<file path="src/rtl/fetch_buffer.sv">
// Fetch buffer: circular FIFO decoupling the fetch stage from decode.
// Holds {instr, pc} pairs and raises stall one entry early to cover the in-flight fetch.
module fetch_buffer #(
   parameter int unsigned XLEN  = 32,
   parameter int unsigned DEPTH = 4
) (
   input  logic                       clk,
   input  logic                       reset,
   input  logic                       flush,
   input  logic                       in_valid,
   input  logic [XLEN-1:0]            in_instr,
   input  logic [XLEN-1:0]            in_pc,
   output logic                       stall_fetch_o,
   output logic                       out_valid,
   output logic [XLEN-1:0]            out_instr,
   output logic [XLEN-1:0]            out_pc,
   input  logic                       out_ready,
   output logic [$clog2(DEPTH):0]     count_o,
   output logic                       overflow_o
);

   localparam int unsigned PW = $clog2(DEPTH);
   localparam int unsigned CW = PW + 1;
   localparam logic [XLEN-1:0] NOP_INSTR = XLEN'(32'h0000_0013);

   logic [XLEN-1:0] instr_mem [DEPTH];
   logic [XLEN-1:0] pc_mem    [DEPTH];
   logic [PW-1:0]   wr_ptr;
   logic [PW-1:0]   rd_ptr;
   logic [CW-1:0]   count;
   logic            overflow;
   logic            full;
   logic            push;
   logic            pop;
   logic            drop;

   assign full      = (count == CW'(DEPTH));
   assign out_valid = (count != '0);
   assign pop       = out_valid && out_ready && !flush;
   // A full buffer still accepts when the head leaves in the same cycle.
   assign push      = in_valid && !flush && (!full || pop);
   assign drop      = in_valid && !flush && full && !pop;

   always_ff @(posedge clk) begin
      if (reset) begin
         wr_ptr   <= '0;
         rd_ptr   <= '0;
         count    <= '0;
         overflow <= 1'b0;
      end else if (flush) begin
         wr_ptr   <= '0;
         rd_ptr   <= '0;
         count    <= '0;
      end else begin
         if (push) wr_ptr <= wr_ptr + PW'(1);
         if (pop)  rd_ptr <= rd_ptr + PW'(1);
         case ({push, pop})
            2'b10:   count <= count + CW'(1);
            2'b01:   count <= count - CW'(1);
            default: count <= count;
         endcase
         if (drop) overflow <= 1'b1;
      end
   end

   // Storage is not reset; pointer and count state alone govern visibility.
   always_ff @(posedge clk) begin
      if (!reset && push) begin
         instr_mem[wr_ptr] <= in_instr;
         pc_mem[wr_ptr]    <= in_pc;
      end
   end

   always_comb begin
      out_instr = NOP_INSTR;
      out_pc    = '1;
      if (out_valid) begin
         out_instr = instr_mem[rd_ptr];
         out_pc    = pc_mem[rd_ptr];
      end
   end

   assign stall_fetch_o = (count >= CW'(DEPTH - 1));
   assign count_o       = count;
   assign overflow_o    = overflow;

endmodule

</file>
<file path="config.mk">
export PLATFORM = sky130hd
export DESIGN_NAME = fetch_buffer
export DESIGN_NICKNAME = d
export VERILOG_FILES = /design/src/rtl/fetch_buffer.sv
export SDC_FILE = /design/constraint.sdc
export NUM_CORES = 1
export LEC_CHECK = 0
export CAP_MARGIN = 5
export CORE_MARGIN = 4
export CORE_UTILIZATION = 35
export CTS_BUF_LIST = sky130_fd_sc_hd__clkbuf_8 sky130_fd_sc_hd__clkbuf_16
export DETAILED_ROUTE_END_ITERATION = 8
export GPL_ROUTABILITY_DRIVEN = 0
export PLACE_DENSITY = 0.61
export SETUP_SLACK_MARGIN = 0.02
export SYNTH_ARGS = -nofsm -noshare
export SYNTH_HDL_FRONTEND = slang
export SYNTH_SLANG_ARGS = --single-unit
</file>
<file path="constraint.sdc">
create_clock -name clk -period 2.9 [get_ports clk]
set_input_delay 0.58 -clock clk [delete_from_list [all_inputs] [get_ports clk]]
set_output_delay 0.58 -clock clk [all_outputs]
set_load 0.1 [all_outputs]
</file>
==> After elaboration in Yosys (flattened, before gate mapping) <==
Memory sizes are Yosys's and may differ from the RTL's. A register that Yosys moved wholly into a read port is not among the register bits.
Index checks and enable logic that the tools add are counted.
{ "totals": {"mem_count": 2, "ramBits": 256, "latch_bits": 0, "romBits": 0, "in_bits": 69, "elab_cells": 40, "regBits": 8} }
{ "classes": {"eq_ne": 3, "bitwise_logic": 1, "n_reduce_logical": 16, "muxes": 9, "n_div": 0, "magnitude_cmp": 1, "multipliers": 0, "shifts": 0, "add_sub_neg": 4} }
{ "mem_list": {"columns": ["memory", "words", "word_bits", "read_ports", "rd_clocked_by_memory_dff", "wr", "line_no", "rtl"], "rows": [
  ["instr_mem", 4, 32, 1, 1, 1, "26", "logic [XLEN-1:0] instr_mem [DEPTH];"],
  ["pc_mem", 4, 32, 1, 1, 1, "27", "logic [XLEN-1:0] pc_mem [DEPTH];"]
]} }
{ "ops": {"columns": ["cell", "n"], "rows": [
  ["32-bit 2-to-1 mux", 2],
  ["2-bit 2-to-1 mux", 4],
  ["1-bit logical AND", 7],
  ["3-bit one-hot mux with 2 select lines", 1],
  ["2-bit by 1-bit adder with 2-bit output (second input constant)", 2],
  ["1-bit zero test", 4],
  ["3-bit by 1-bit adder with 3-bit output (second input constant)", 1],
  ["3-bit == test (second input constant)", 1],
  ["3-bit by 2-bit greater-or-equal comparator with 1-bit output (second input constant)", 1],
  ["3-bit nonzero test", 1],
  ["3-bit by 1-bit subtractor with 3-bit output (second input constant)", 1],
  ["2-bit by 1-bit == test with 1-bit output (second input constant)", 1],
  ["2-bit == test (second input constant)", 1],
  ["1-bit 2-to-1 mux", 2],
  ["2-bit AND reduction", 1],
  ["2-bit nonzero test", 1],
  ["2-bit OR reduction", 1],
  ["1-bit logical OR", 1],
  ["1-bit inverter", 1]
]} }

==> Longest topological paths before layout <==
{ "logic_depth": {"word_depth": 8, "mapped_depth": 9, "depth_no_buf": 8} }

==> Worst setup path before layout <==
OpenSTA, ideal clock, no wires.
{ "synth_path": {"path_kind": "register -> output", "start": "reg count[0] (netlist: count_o[0])", "end": "out out_instr[22]", "path_buffers": 2, "path_stages_with_launch": 6, "arrival_time_ns": 3.246, "path_slack_ns": -0.926, "cell_sequence": "dfxtp_1 buf_6 nor3_4 inv_2 clkbuf_1 and2_1"} }
{ "synth_between": {"elab_chain_len": 2} }
{ "synth_lines": {"columns": ["item", "line_no", "rtl"], "rows": [
  ["from (decl)", "30", "logic [CW-1:0] count;"],
  ["from (signal assigned)", "58", "2'b10: count <= count + CW'(1);"],
  ["from (signal assigned)", "59", "2'b01: count <= count - CW'(1);"],
  ["from (signal assigned)", "60", "default: count <= count;"],
  ["3-bit nonzero test", "38", "assign out_valid = (count != '0);"],
  ["net out_valid", "14", "output logic out_valid,"],
  ["32-bit 2-to-1 mux", "77", "if (out_valid) begin"],
  ["to (decl)", "15", "output logic [XLEN-1:0] out_instr,"]
]} }
The timed path passes the listed nets, and every way through them passes these cells.

==> flow_summary.toml <==
[run_status]
status = "finished, final reports clean"

[drt]
ant_nets = 0
drt_iter0_drc = 287
via_count = 4975
drt_wl_total_mm = 20.68
drcViolationCount = 0
routed_via_density = 4.761
avgRoutedWirePerCell_um = 19.79
drt_pass1_iterations = 5

[clocking]
cts_buffers = 28
insertion_delay_ns = 0.53
post_cts_resized = 0
hold_buffers = 0
clock-root-buffer = "clkbuf_16"
path_clk_slew_ns = 0.05
clockBufferDepth = 3
cts_setup_buffers = 2
clock_sinks = 266
cts_tree = "yes"
cts.htree.levels = 1

[place]
portBuffers = 138
post-place-ws_ns = 0.1522
dpl.cell_count = 991
hpwl_mm = 13.40
placedInstanceArea_um2 = 12960

[timing]
drv_slew = 0
min_period_over_period = 0.9573
worstMarginPinSlew_ns = 0.5804
min_period_ns = 2.776
finalSetupViolCount = 0
relSlewSlack = 0.6120
fmax_mhz = 360.2
finClkSkew_ns = 0.006655
setup_tns_ns = 0
holdWs_ns = 0.5078
rsz0062_at_grt = "false"
hold_viol = 0
worst_slack_ns = 0.1239

[setup_path]
crit_buf_inv = 2
arrival_ns = 2.20
critPathMaxStageDelay_ns = 0.52
r2r_slack_ns = 0.87
cpMostUsedCell = "buf_12"
reg2reg_depth = 8
end_kind = "output pin"
required_ns = 2.32
crit_fanout = 22
slowest_stage = "mux4_2"
timing.rr.end = "count_o[2]"
worstSetupStartpointType = "flop"
path_depth = 4
r2r-start = "count_o[0]"
worstPathCellList = "buf_12, mux4_2, or2_2, buf_12"
path_class = "flop to output pin"
critPathTopFamily = "multiplexers"
endpoint = "out_pc[31]"

[global_route]
antenna_found_initial = 1
grt_overflow = 0
grt_usage = 0.1286
grt_pass1_wl_mm = 31.46
grt_pass1_vias = 5405
grt_max_degree = 39

[floorplan]
die_area_um2 = 31990
core_um2 = 28780
die_h_um = 178.8
pin_count = 139
row_count = 62
start_util = 0.3550
dieWidth_um = 178.8

[final_layout]
instances_no_fill = 1045
layout-drive-gt1-share = 0.3434
multi_input_area_um2 = 2227
final_cell_mix = "edfxtp_1, buf_12, clkdlybuf4s50_1"
seqCellArea_um2 = 7899
syn2layout_area_growth_pct = 35.60
fillers = 2368
n_antenna_cell = 0
nNetsFinal = 713
final_common_cell = "edfxtp_1"
stdcell_area_um2 = 13850
final_core_util = 0.4813

[logic_synthesis]
synth_nets = 542
syn_area_um2 = 10220
yosys_warnings = 0
ys_ff_latch = 266
synth_area_per_cell_um2 = 21.83
ys_types = 34
ys_seq_area_frac = 0.7721
syn_inst = 468

[pwr]
power_leakage_nw = 4.518
power_density_nw_per_um2 = 606.1
ir_drop_mv = 0.3092
p_total_mw = 8.396

[hold_path]
worstHoldPathType = "flop to flop"

[job]
maxCapViolCount = 0
-- worst register-to-register path, cell delays in order (launching register included) --
cell and delay [ns]:
dfxtp_2 0.44, nor3_4 0.07, inv_2 0.23, and2_1 0.22, nand2b_1 0.08, fa_1 0.40
a2111oi_2 0.26, nor3_1 0.10, nor3_1 0.16
-- synthesized netlist by cell type --
cell type | n | share of area
a31oi_1 | 1 | 0.00061
buf_1 | 1 | 0.00037
buf_2 | 7 | 0.0034
edfxtp_1 | 256 | 0.75
inv_2 | 1 | 0.00037
dfxtp_1 | 10 | 0.020
nor2_1 | 10 | 0.0037
ha_1 | 4 | 0.0049
o21a_1 | 1 | 0.00074
or2_1 | 31 | 0.019
xor2_1 | 1 | 0.00086
a21o_2 | 1 | 0.00086
and2_1 | 34 | 0.021
xnor2_1 | 4 | 0.0034
nand2_1 | 1 | 0.00037
fa_1 | 1 | 0.0020
nor4b_2 | 1 | 0.0015
nand3_1 | 1 | 0.00049
nor3_1 | 3 | 0.0015
a211oi_1 | 1 | 0.00074
o211a_1 | 1 | 0.00098
o21ai_0 | 1 | 0.00049
buf_6 | 1 | 0.0011
or2_2 | 5 | 0.0031
mux4_2 | 64 | 0.14
nand2b_1 | 2 | 0.0012
and4b_1 | 1 | 0.00098
nor3_4 | 1 | 0.0016
a2111oi_2 | 1 | 0.0015
inv_1 | 5 | 0.0018
clkbuf_1 | 13 | 0.0048
a21oi_1 | 1 | 0.00049
nor2b_1 | 1 | 0.00061
a2111oi_4 | 1 | 0.0027
-- per-layer routing --
metal	up-vias	share of wire	routed length, um	track usage
li1	2227	-	-	-
met1	2595	0.42	8684	0.1710
met5	-	0.00097	20	0
met3	25	0.056	1158	0.02699
met2	126	0.51	10570	0.2195
met4	2	0.012	255	0.02750
-- area by class of cell --
type / count / share of cell area
sequential: 266 / 0.5702
multi-input combinational: 174 / 0.1608
clock inverter: 23 / 0.01111
tap: 384 / 0.03468
inverter: 6 / 0.001626
clock buffer: 29 / 0.05238
timing repair buffer: 163 / 0.1693
-- state kept, by name, indices dropped and copies added, names as in the netlist, named ones only --
name / flops
instr_mem: 128
pc_mem: 128
count_o: 3
rd_ptr: 2
wr_ptr: 2
overflow_o: 1
-- worst min path at each step --
stage | start | end | slack (ns) | depth (start not counted)
finish | overflow_o | overflow_o | 0.51 | 2
floorplan | rd_ptr[1] | flop | 0.48 | 2
global placement | overflow_o | overflow_o | 0.46 | 2
global route | overflow_o | overflow_o | 0.57 | 2
detailed placement | overflow_o | overflow_o | 0.51 | 2
CTS | overflow_o | overflow_o | 0.52 | 2
-- report_power, final --
group | total (mW) | switching (mW) | internal [mW]
clock | 3.34 | 1.36 | 1.98
combinational | 0.796 | 0.486 | 0.311
sequential | 4.26 | 0.0116 | 4.25
-- cells by family after synthesis --
group	Yosys count	synth area share
buffers and inverters	28	0.01188
adders and majority gates	5	0.006859
muxes	64	0.1411
and+or+nand+nor	91	0.05475
xor gates and xnor gates	5	0.004286
DFF	266	0.7721
AOI/OAI and AO/OA	9	0.009063
Power figures use the tool's default switching activity.
